==> src/rtl/collision_scorer_pkg.sv <==
// Shared constants, state codes and BCD helper for the collision/score block.
package collision_scorer_pkg;

    localparam int N_PIPE    = 3;
    localparam int BIRD_W    = 5;
    localparam int PIPE_HALF = 2;
    localparam int GRACE     = 4;
    localparam int ORIG      = 16;
    localparam int GAP_LEN   = 10;

    localparam int PIPE_W  = 24;
    localparam int POS_LSB = 16;
    localparam int MAX_LSB = 8;
    localparam int MIN_LSB = 0;

    // Furthest pipe position (relative to ORIG) that still touches the bird.
    localparam int HIT_REACH = BIRD_W - 1 + PIPE_HALF;

    typedef enum logic [1:0] {
        SCENE_SPLASH   = 2'd0,
        SCENE_PLAYING  = 2'd1,
        SCENE_GAMEOVER = 2'd2
    } scene_t;

    typedef enum logic [1:0] {
        CS_IDLE  = 2'd0,
        CS_ARMED = 2'd1,
        CS_LIVE  = 2'd2,
        CS_DEAD  = 2'd3
    } cs_state_t;

    // Adds one to a 4-digit BCD value, holding at 9999.
    function automatic logic [15:0] bcd_inc_sat(input logic [15:0] v);
        logic [15:0] r;
        logic        carry;
        logic [3:0]  dig;
        r     = v;
        carry = 1'b1;
        if (v != 16'h9999) begin
            for (int d = 0; d < 4; d++) begin
                dig = r[4*d +: 4];
                if (carry) begin
                    if (dig == 4'd9) begin
                        dig = 4'd0;
                    end else begin
                        dig   = dig + 4'd1;
                        carry = 1'b0;
                    end
                end
                r[4*d +: 4] = dig;
            end
        end
        return r;
    endfunction

endpackage

==> src/rtl/collision_scorer_if.sv <==
// Bus between controller/view and the collision scorer.
interface collision_scorer_if;
    import collision_scorer_pkg::*;

    logic                     playing;
    logic [7:0]               altitude;
    logic [7:0]               n_row;
    logic [PIPE_W*N_PIPE-1:0] pipes;
    logic                     hit;
    logic                     score_inc;
    logic [15:0]              score_bcd;
    logic [15:0]              best_bcd;
    logic [1:0]               state;

    modport master (
        output playing, altitude, n_row, pipes,
        input  hit, score_inc, score_bcd, best_bcd, state
    );

    modport slave (
        input  playing, altitude, n_row, pipes,
        output hit, score_inc, score_bcd, best_bcd, state
    );

endinterface

==> src/rtl/collision_scorer_bcd_counter4.sv <==
// Four-digit BCD counter with clear, increment and saturation at 9999.
module bcd_counter4
    import collision_scorer_pkg::*;
(
    input  logic        clk,
    input  logic        rst_n,
    input  logic        clr,
    input  logic        inc,
    output logic [15:0] value
);

    // Clear wins over increment; increment stops at 9999.
    always_ff @(posedge clk) begin
        if (!rst_n) begin
            value <= 16'h0000;
        end else if (clr) begin
            value <= 16'h0000;
        end else if (inc) begin
            value <= bcd_inc_sat(value);
        end
    end

endmodule

==> src/rtl/collision_scorer.sv <==
// Detects bird/pipe/floor/ceiling collisions and keeps the BCD score and best score.
module collision_scorer
    import collision_scorer_pkg::*;
(
    input  logic               clk,
    input  logic               rst_n,
    collision_scorer_if.slave  bus
);

    cs_state_t   state_q;
    logic        hit_q;
    logic        score_inc_q;
    logic [15:0] best_q;
    logic [15:0] score_q;
    logic [7:0]  prev_pos;
    logic [7:0]  grace_cnt;

    logic [7:0]  front_pos;
    logic        collision;
    logic        score_event;
    logic        score_clr;
    logic        score_en;

    assign front_pos   = bus.pipes[POS_LSB +: 8];
    assign score_event = (prev_pos != 8'd0) && (front_pos == 8'd0);
    assign score_clr   = bus.playing && (state_q == CS_IDLE);
    assign score_en    = bus.playing && score_event &&
                         ((state_q == CS_ARMED) || ((state_q == CS_LIVE) && !collision));

    // Collision: floor, ceiling (or wrapped negative y), or a touching pipe whose gap misses the bird.
    always_comb begin
        logic [7:0] p;
        logic [7:0] mx;
        logic [7:0] mn;
        collision = (bus.altitude == 8'd0) || (bus.altitude >= bus.n_row);
        for (int k = 0; k < N_PIPE; k++) begin
            p  = bus.pipes[PIPE_W*k + POS_LSB +: 8];
            mx = bus.pipes[PIPE_W*k + MAX_LSB +: 8];
            mn = bus.pipes[PIPE_W*k + MIN_LSB +: 8];
            if (({1'b0, p} <= 9'(HIT_REACH)) && !((mn < bus.altitude) && (bus.altitude < mx))) begin
                collision = 1'b1;
            end
        end
    end

    bcd_counter4 u_score (
        .clk   (clk),
        .rst_n (rst_n),
        .clr   (score_clr),
        .inc   (score_en),
        .value (score_q)
    );

    // Game FSM with registered hit, score pulse and best-score tracking.
    always_ff @(posedge clk) begin
        if (!rst_n) begin
            state_q     <= CS_IDLE;
            hit_q       <= 1'b0;
            score_inc_q <= 1'b0;
            best_q      <= 16'h0000;
            prev_pos    <= 8'd0;
            grace_cnt   <= 8'd0;
        end else begin
            prev_pos    <= front_pos;
            score_inc_q <= score_en;
            if (!bus.playing) begin
                if (((state_q == CS_ARMED) || (state_q == CS_LIVE)) && (score_q > best_q)) begin
                    best_q <= score_q;
                end
                state_q <= CS_IDLE;
                hit_q   <= 1'b0;
            end else begin
                case (state_q)
                    CS_IDLE: begin
                        grace_cnt <= 8'(GRACE);
                        state_q   <= (GRACE == 0) ? CS_LIVE : CS_ARMED;
                    end
                    CS_ARMED: begin
                        grace_cnt <= grace_cnt - 8'd1;
                        if (grace_cnt <= 8'd1) begin
                            state_q <= CS_LIVE;
                        end
                    end
                    CS_LIVE: begin
                        if (collision) begin
                            state_q <= CS_DEAD;
                            hit_q   <= 1'b1;
                            if (score_q > best_q) begin
                                best_q <= score_q;
                            end
                        end
                    end
                    CS_DEAD: begin
                        hit_q <= 1'b1;
                    end
                    default: begin
                        state_q <= CS_IDLE;
                    end
                endcase
            end
        end
    end

    assign bus.hit       = hit_q;
    assign bus.score_inc = score_inc_q;
    assign bus.score_bcd = score_q;
    assign bus.best_bcd  = best_q;
    assign bus.state     = state_q;

endmodule

==> src/flat_wrapper.sv <==
// flat-port wrapper written by rule: the top's interface ports become plain ports
module collision_scorer_flat import collision_scorer_pkg::*;
  (clk, rst_n, bus_playing, bus_altitude, bus_n_row, bus_pipes, bus_hit, bus_score_inc, bus_score_bcd, bus_best_bcd, bus_state);
  collision_scorer_if bus_i ();
  input  logic clk;
  input  logic rst_n;
  input wire logic [$bits(bus_i.playing)-1:0] bus_playing;
  input wire logic [$bits(bus_i.altitude)-1:0] bus_altitude;
  input wire logic [$bits(bus_i.n_row)-1:0] bus_n_row;
  input wire logic [$bits(bus_i.pipes)-1:0] bus_pipes;
  output wire logic [$bits(bus_i.hit)-1:0] bus_hit;
  output wire logic [$bits(bus_i.score_inc)-1:0] bus_score_inc;
  output wire logic [$bits(bus_i.score_bcd)-1:0] bus_score_bcd;
  output wire logic [$bits(bus_i.best_bcd)-1:0] bus_best_bcd;
  output wire logic [$bits(bus_i.state)-1:0] bus_state;
  assign bus_i.playing = bus_playing;
  assign bus_i.altitude = bus_altitude;
  assign bus_i.n_row = bus_n_row;
  assign bus_i.pipes = bus_pipes;
  assign bus_hit = bus_i.hit;
  assign bus_score_inc = bus_i.score_inc;
  assign bus_score_bcd = bus_i.score_bcd;
  assign bus_best_bcd = bus_i.best_bcd;
  assign bus_state = bus_i.state;
  collision_scorer u_core (.clk(clk), .rst_n(rst_n), .bus(bus_i));
endmodule
==> config.mk <==
export PLATFORM = sky130hd
export DESIGN_NAME = collision_scorer_flat
export DESIGN_NICKNAME = d
export VERILOG_FILES = /design/src/rtl/collision_scorer_pkg.sv /design/src/rtl/collision_scorer_if.sv /design/src/rtl/collision_scorer_bcd_counter4.sv /design/src/rtl/collision_scorer.sv /design/src/flat_wrapper.sv
export SDC_FILE = /design/constraint.sdc
export NUM_CORES = 1
export LEC_CHECK = 0
export ABC_CLOCK_PERIOD_IN_PS = 5220
export BUFFER_PORTS_ARGS = -buffer_cell sky130_fd_sc_hd__buf_2
export CELL_PAD_IN_SITES_DETAIL_PLACEMENT = 1
export CELL_PAD_IN_SITES_GLOBAL_PLACEMENT = 2
export CORE_ASPECT_RATIO = 0.7
export CORE_UTILIZATION = 32
export DETAILED_ROUTE_END_ITERATION = 12
export PLACE_DENSITY = 0.86
export SYNTH_ARGS = -nofsm -noshare
export SYNTH_HDL_FRONTEND = slang
export SYNTH_SLANG_ARGS = --single-unit
==> constraint.sdc <==
create_clock -name clk -period 5.22 [get_ports clk]
set_input_delay 0.522 -clock clk [delete_from_list [all_inputs] [get_ports clk]]
set_output_delay 0.522 -clock clk [all_outputs]
set_load 0.02 [all_outputs]
==> qor.csv, run 1 <==
metric,value,unit
Setup crit start,bus_altitude[6],
share of layout cells above drive strength 1,23.0,%
Max Transition Viols Final,0,
crit share post-route,60.3,%
first-pass GRT wire length,20400,µm
Clock Pin Slew Worst Setup and Hold Paths,70,ps
Async SR Flop Fraction,0,%
cell area power density,192,mW/mm²
crit path buf inv count,2,
r2r startpoint,u_core.u_score.value[13],
Synth Area in Simple Gates,22.0,%
Worst path depth,11,
Synth Net Count,669,
Max Buffers Root-to-Sink,2,
Post-Place Cells,781,
area grow syn2layout,22.0,%
Max Clock Skew,5.10,ps
CTS Hold Buffers Added,0,
CTS sink cnt,52,
CTS resizes,0,
routed vias,4065,
CP peak stage delay,570,ps
Leak,2.39,nW
average size of a mapped cell,8.17,µm²
M3 GR Usage,2.99,%
Worst Path Arrival,3290,ps
critical setup path kind,in2reg,
largest family of logic cells by synthesized area,adder cells,
multiplexer share of the synthesized area,4.12,%
xor/xnor share of the synthesized area,1.27,%
WL per Instance,15.8,µm
initial antenna violation count,0,
Final Util,40.2,%
CP Capture Type,register,
die area,0.0134,mm²
DRC Markers,0,
CP required,5370,ps
Post-Syn Area,0.00413,mm²
number of global-route vias before repair,4200,
DR iter-0 viols,109,
Worst Min Path Start,bus_pipes[22],
Fin Hold WS,447,ps
RSZ-0062 raised after global routing,false,
Nets,790,
CTS tree,done,
Final HPWL DP,10400,µm
Total GRT Usage,19.4,%
# fillers,1565,
Synth cell types,58,
drt first pass iters,4,
startpoint types,primary input,
Ports,127,
Die Width,138,µm
GP Congestion,0.888,
Compound-Gate Fraction of Synth Area,17.5,%
Fin. Hold Viols,0,
Port-buffer cells,126,
diode count,0,
Max VDD drop,0.000104,V
total CTS buffers,5,
"Seq/Total Area, Yosys",25.2,%
fmax,318,MHz
"EDFF count, synth",0,
"Top FF cell, synth",dfxtp_1,
setup_tns,0,ps
fin crit period,3150,ps
status,finished clean,
Routed Antenna Nets,0,
Initial Utilization,33.0,%
final cell count without fillers,789,
gr busiest metal,met2,
CP max-delay cell,o211a_1,
DR vias/cell,5.15,
top post-synthesis cells by area,"dfxtp_1, ha_1, inv_1",
critical-path maximum fanout,16,
site row count,34,
area share of fa/ha/maj cells after synthesis,22.1,%
Max Cap Viol,0,
grt total ovfl,0,
# setup viols final,0,
"Power, Total",0.966,mW
Skew-Pair Late Insertion Delay,300,ps
worst hold path class,in2reg,
cell taking the most area after synthesis,dfxtp_1,
Worst R2R Path Depth,8,
Post-CTS Setup Inserts,0,
H-tree depth,2,
Worst R2R Setup Slack,2500,ps
Synth Instances,505,
"CP delay by family, top",compound AO/OA/AOI/OAI gates,
critical path cell sequence,buf_2 -> inv_1 -> ha_1 -> a21o_1 -> a211o_1 -> a41oi_1 -> o2111ai_1 -> a32oi_4 -> a21oi_1 -> o211a_1 -> mux2i_1,
Yosys reg bits,52,
largest net degree at the start of global routing,45,
share of the synthesized area in the top cell type,25.2,%
met1 usage,26.2,%
Core Area,0.0125,mm²
WHS Path Cells,2,
root buf cell,clkbuf_16,
height of the chip,97.0,µm
synth warn,0,
Slew headroom,44.3,%
grt met2 use,32.9,%
Least-Margin Pin Slew,836,ps
Routed WL,12500,µm
-- cells in the mapped netlist (9+ instances only) --
cell	n
nor2_1	33
nand3_1	10
ha_1	73
mux2i_1	17
or4_1	14
inv_1	65
dfxtp_1	52
and2_1	9
a21oi_1	28
o21ai_0	28
a31oi_1	9
nand2_1	52
-- sequential cells by signal (all words and copies together) (netlist names) --
signal                count
u_core.bus.best_bcd      16
u_core.bus.score_inc      1
u_core.bus.hit            1
u_core.prev_pos           8
u_core.bus.state          2
u_core.u_score.value     16
u_core.grace_cnt          8
-- per-stage QoR --
stage,setup WS [ps],area (µm²)
after floorplan,2420,4130
after global placement,1900,4880
after detailed placement,1750,4880
after CTS,2040,5030
after global routing,1850,5030
final,2070,5030
-- worst reg2reg max path, cell delays in order, from the launching register on --
cell	delay, ps
dfxtp_1	480
ha_1	300
a21o_1	160
a21o_1	180
a21oi_1	200
o21ai_0	170
or3_1	380
o211a_1	460
mux2i_1	240
-- per-layer routing --
| layer | share of wire [%] | up-vias |
|---|---|---|
| li1 | - | 2043 |
| met1 | 48 | 1949 |
| met2 | 48 | 63 |
| met3 | 3.4 | 10 |
| met4 | 0.79 | 0 |
| met5 | 0 | - |
-- layout by cell type (no fill, tap or decap), types with 5 or more instances in the layout --
cell and count:
a211oi_1 7, nand2_1 52, a21oi_1 28, nor3_1 5
ha_1 73, dfxtp_1 52, nor4_1 5, a21o_1 6
mux2i_1 17, o31ai_1 5, buf_2 126, or4_1 14
a31oi_1 9, o21ai_0 28, nand3_1 10, nand4_1 8
and2_1 9, clkbuf_16 5, nor2b_1 8, xnor2_1 5
or3_1 5, inv_1 65, o21a_1 5, nor2_1 33
-- area by class of cell --
| class | count | area, µm² | area share [%] |
|---|---|---|---|
| multi-input cells | 376 | 2760 | 54.9 |
| repair buffers | 126 | 631 | 12.5 |
| clock inverters | 2 | 13.8 | 0.273 |
| well taps | 162 | 203 | 4.03 |
| flip-flops and latches | 52 | 1040 | 20.7 |
| inverters | 65 | 244 | 4.85 |
| clock buffers | 6 | 139 | 2.76 |
-- where the power goes --
| part | switching (mW) | leakage [nW] | internal, mW |
|---|---|---|---|
| sequential | 0.00900 | 0.422 | 0.408 |
| clock | 0.155 | 0.0772 | 0.192 |
| combinational | 0.113 | 1.89 | 0.0895 |
| total | 0.276 | 2.39 | 0.689 |
-- kinds of logic (layout without fill, tap and decap cells) --
group	count (synthesis)	count (layout)
AOI/OAI and AO/OA	110	110
adders and majority gates	73	73
and+or+nand+nor	170	170
DFF	52	52
xor gates and xnor gates	6	6
buffers and inverters	77	199
muxes	17	17
-- final timing paths --
check	to
hold reg to reg	u_core.bus.hit
setup reg to reg	u_core.bus.best_bcd[11]
setup / recovery	u_core.bus.best_bcd[11]
hold / removal	u_core.prev_pos[6]
No activity file was read; power rests on OpenSTA's default activity.
==> run 2: changes to the inputs <==
--- a/config.mk
+++ b/config.mk
@@ -5,14 +5,14 @@
 export SDC_FILE = /design/constraint.sdc
 export NUM_CORES = 1
 export LEC_CHECK = 0
-export ABC_CLOCK_PERIOD_IN_PS = 5220
+export ABC_CLOCK_PERIOD_IN_PS = 3100
 export BUFFER_PORTS_ARGS = -buffer_cell sky130_fd_sc_hd__buf_2
 export CELL_PAD_IN_SITES_DETAIL_PLACEMENT = 1
 export CELL_PAD_IN_SITES_GLOBAL_PLACEMENT = 2
 export CORE_ASPECT_RATIO = 0.7
-export CORE_UTILIZATION = 32
+export CORE_UTILIZATION = 30
 export DETAILED_ROUTE_END_ITERATION = 12
-export PLACE_DENSITY = 0.86
+export PLACE_DENSITY = 0.81
 export SYNTH_ARGS = -nofsm -noshare
 export SYNTH_HDL_FRONTEND = slang
 export SYNTH_SLANG_ARGS = --single-unit
==> constraint.sdc (replaced) <==
create_clock -name clk -period 3.1 [get_ports clk]
set_input_delay 0.31 -clock clk [delete_from_list [all_inputs] [get_ports clk]]
set_output_delay 0.31 -clock clk [all_outputs]
set_load 0.02 [all_outputs]
==> qor.csv, run 2 (synthesized netlist as in run 1, its figures left out) <==
metric,value,unit
Initial Utilization,31.1,%
height of the chip,100,µm
root buf cell,clkbuf_16,
initial antenna violation count,0,
status,finished clean,
Post-Place Cells,810,
Worst Min Path Start,bus_pipes[23],
Max Transition Viols Final,0,
Reg2Reg Capture Point,u_core.u_score.value[3],
drt first pass iters,4,
worst hold path class,in2reg,
post-place setup slack,136,ps
routed vias,4090,
critical-path maximum fanout,9,
# setup viols final,0,
Total GRT Usage,18.4,%
worst setup margin,429,ps
Port-buffer cells,126,
share of layout cells above drive strength 1,23.7,%
critical path cell sequence,buf_2 -> inv_1 -> ha_1 -> a21o_1 -> a211o_1 -> a41oi_1 -> o2111ai_1 -> a32oi_4 -> a21oi_2 -> or4_1 -> a31oi_1,
largest net degree at the start of global routing,27,
grt met2 use,32.3,%
first-pass GRT wire length,20800,µm
met1 usage,24.3,%
CTS Hold Buffers Added,0,
CTS sink cnt,52,
diode count,0,
Nets,796,
Final HPWL DP,10500,µm
CP required,3310,ps
"most common cell after layout, fill and taps aside",buf_2,
number of global-route vias before repair,4299,
CP Capture Type,register,
GP Congestion,0.868,
area grow syn2layout,24.8,%
cell area power density,335,mW/mm²
Worst Path Arrival,2880,ps
Slew headroom,61.9,%
DR iter-0 viols,137,
Worst R2R Setup Slack,610,ps
final cell count without fillers,818,
startpoint types,primary input,
Post-CTS Setup Inserts,0,
grt total ovfl,0,
Final Util,38.8,%
Ports,127,
Core Area,0.0133,mm²
hold worst-path end,u_core.prev_pos[7],
total CTS buffers,5,
Max Cap Viol,0,
Skew-Pair Late Insertion Delay,290,ps
Routed WL,12600,µm
fin area,0.00515,mm²
gr busiest metal,met2,
Fin. Hold Viols,0,
Worst R2R Path Depth,8,
critical setup path kind,in2reg,
r2r startpoint,u_core.u_score.value[2],
CP peak stage delay,510,ps
Max Clock Skew,6.06,ps
H-tree depth,2,
fin crit period,2670,ps
most frequent cells in the layout,"buf_2, ha_1, inv_1, nand2_1, dfxtp_1",
DR vias/cell,5.00,
Least-Margin Pin Slew,570,ps
Placed Area,0.00497,mm²
die area,0.0142,mm²
WL per Instance,15.4,µm
site row count,35,
RSZ-0062 raised after global routing,false,
M3 GR Usage,2.72,%
Routed Antenna Nets,0,
WHS Path Cells,2,
Max VDD drop,0.000176,V
Leak,2.43,nW
fmax,374,MHz
crit share post-route,86.2,%
Max Buffers Root-to-Sink,2,
DRC Markers,0,
CTS resizes,0,
Die Width,142,µm
CP max-delay cell,or4_1,
Clock Pin Slew Worst Setup and Hold Paths,70,ps
CTS tree,done,
setup_tns,0,ps
run 2: worst max-delay path: cells and delay by family:
family          cells  cell delay (ps)
simple gates        1              510
buf+inv             2              200
compound gates      7             1540
fa+ha+maj           1              320
run 2: final cells by class:
cell class	count	area, µm²
Fill cell	1638	8120
Multi-Input combinational cell	376	2760
Sequential cell	52	1040
Timing Repair Buffer	132	688
Inverter	65	244
Tap cell	185	231
Clock buffer	7	153
Clock inverter	1	30.0
run 2: worst max path at each step:
stage / start / end / slack, ps
floorplan: bus_altitude[6] / u_core.u_score.value[11] / 510
global route: bus_altitude[5] / u_core.u_score.value[7] / 220
finish: bus_altitude[6] / u_core.u_score.value[3] / 430
CTS: bus_altitude[6] / u_core.u_score.value[3] / 440
detailed placement: bus_altitude[6] / u_core.u_score.value[3] / 140
global placement: bus_altitude[5] / u_core.u_score.value[11] / 240
run 2: metrics by stage:
stage               hold slack [ps]  power (mW)
global placement                455        1.05
global route                    241        1.82
finish                          238        1.73
detailed placement              466        1.06
floorplan                       432       0.920
CTS                             229        1.75
run 2: where the power goes:
| part | internal (mW) | switching, mW |
|---|---|---|
| registers | 0.687 | 0.0148 |
| clock network | 0.426 | 0.253 |
| logic | 0.153 | 0.193 |
| total | 1.27 | 0.461 |
run 2: per-layer routing:
metal	wire length [µm]	part of all wire, %
met3	377	3.0
met4	89	0.71
met2	5980	47
met1	6150	49
met5	0	0
==> run 3: changes to the inputs <==
--- a/config.mk
+++ b/config.mk
@@ -5,7 +5,7 @@
 export SDC_FILE = /design/constraint.sdc
 export NUM_CORES = 1
 export LEC_CHECK = 0
-export ABC_CLOCK_PERIOD_IN_PS = 3100
+export ABC_CLOCK_PERIOD_IN_PS = 2900
 export BUFFER_PORTS_ARGS = -buffer_cell sky130_fd_sc_hd__buf_2
 export CELL_PAD_IN_SITES_DETAIL_PLACEMENT = 1
 export CELL_PAD_IN_SITES_GLOBAL_PLACEMENT = 2
==> constraint.sdc (replaced) <==
create_clock -name clk -period 2.9 [get_ports clk]
set_input_delay 0.29 -clock clk [delete_from_list [all_inputs] [get_ports clk]]
set_output_delay 0.29 -clock clk [all_outputs]
set_load 0.02 [all_outputs]
==> qor.csv, run 3 (synthesized netlist as in run 1, its figures left out) <==
metric,value,unit
Setup crit start,bus_altitude[6],
NetSw,0.491,mW
drt first pass iters,4,
area grow syn2layout,26.1,%
Clock Pin Slew Worst Setup and Hold Paths,70,ps
DR iter-0 viols,118,
critical-path maximum fanout,13,
Leak,2.47,nW
post-place setup slack,-58.1,ps
die area,0.0142,mm²
CTS resizes,0,
fmax,375,MHz
most frequent cells in the layout,"buf_2, ha_1, inv_1, nand2_1, dfxtp_1",
Routed WL,12800,µm
# fillers,1643,
Fin. Hold Viols,0,
Max VDD drop,0.000195,V
startpoint types,primary input,
number of global-route vias before repair,4252,
crit share post-route,92.0,%
Max Cap Viol,0,
site row count,35,
WHS Path Cells,2,
Max Transition Viols Final,0,
CP Capture Type,register,
CTS Hold Buffers Added,0,
Reg2Reg Capture Point,u_core.u_score.value[14],
sw frac,28.2,%
Worst R2R Setup Slack,350,ps
Least-Margin Pin Slew,606,ps
"most common cell after layout, fill and taps aside",buf_2,
WL per Instance,15.4,µm
Die Width,142,µm
cell area power density,334,mW/mm²
Initial Utilization,31.1,%
H-tree depth,2,
setup_tns,0,ps
GP Congestion,0.848,
largest net degree at the start of global routing,41,
Final HPWL DP,10700,µm
Post-Place Cells,822,
fin area,0.00520,mm²
hold worst-path end,u_core.prev_pos[6],
Worst R2R Path Depth,8,
Worst Path Arrival,2880,ps
# setup viols final,0,
Skew-Pair Late Insertion Delay,290,ps
fin crit period,2670,ps
first-pass GRT wire length,21200,µm
Final Util,39.2,%
Max Clock Skew,5.57,ps
Placed Area,0.00506,mm²
Clock power frac,35.3,%
Worst Min Path Start,bus_pipes[22],
DRC Markers,0,
Nets,808,
sequential power share,43.1,%
total CTS buffers,5,
Core Area,0.0133,mm²
routed vias,4103,
critical setup path kind,in2reg,
Routed Antenna Nets,0,
CP required,3110,ps
worst setup margin,231,ps
DR vias/cell,4.94,
initial antenna violation count,0,
worst hold path class,in2reg,
CTS tree,done,
Slew headroom,59.1,%
Cell Int Power,1.25,mW
height of the chip,100,µm
root buf cell,clkbuf_16,
CTS sink cnt,52,
Port-buffer cells,126,
grt total ovfl,0,
status,finished clean,
Max Buffers Root-to-Sink,2,
Total GRT Usage,18.8,%
share of layout cells above drive strength 1,24.8,%
diode count,0,
r2r startpoint,u_core.u_score.value[0],
RSZ-0062 raised after global routing,false,
final cell count without fillers,830,
Logic pwr share,21.5,%
Ports,127,
Post-CTS Setup Inserts,0,
-- run 3: changes by cell type in the layout (fill, tap and decap cells not counted) --
cell	change
clkbuf_8	-1
bufinv_16	-1
buf_4	+12
clkbuf_1	+2
-- run 3: metal layers --
metal | share of wire [%] | wire length (µm) | track usage (%)
met1 | 50 | 6360 | 25.3
met2 | 47 | 5990 | 31.8
met3 | 2.5 | 318 | 3.10
met4 | 0.74 | 95 | 3.56
met5 | 0 | 0 | 0
-- run 3: worst max path at each step --
stage / end / depth (start not counted)
floorplan: u_core.u_score.value[11] / 10
global placement: u_core.u_score.value[11] / 10
detailed placement: u_core.u_score.value[14] / 10
CTS: u_core.u_score.value[14] / 10
global route: u_core.u_score.value[14] / 10
finish: u_core.u_score.value[14] / 11
-- run 3: power groups by stage --
stage                     Sequential [mW]  Combinational (mW)  Clock [mW]
after floorplan                     0.766               0.218           0
after global placement              0.765               0.358           0
after detailed placement            0.767               0.376           0
after CTS                           0.750               0.380       0.634
after global routing                0.753               0.429       0.652
final                               0.750               0.374       0.614
-- run 3: cell type report --
type	instances	area, µm²	area share, %
Clock buffer	8	146	2.81
Inverter	65	244	4.69
Multi-Input combinational cell	376	2760	53.1
Sequential cell	52	1040	20.0
Tap cell	185	231	4.45
Timing Repair Buffer	144	778	15.0
-- run 3: through the flow --
step           total power [mW]  hold slack [ps]
6_report                   1.74              220
5_1_grt                    1.83              222
4_1_cts                    1.76              212
3_5_place_dp               1.14              469
3_3_place_gp               1.12              454
2_1_floorplan             0.983              412
-- run 3: critical path: stages --
cell       delay (ps)
buf_2             130
inv_1              70
ha_1              310
a21o_1            190
a211o_1           280
a41oi_1           190
o2111ai_1         220
a32oi_4           350
a22oi_2           230
or4_1             450
a21oi_1           170
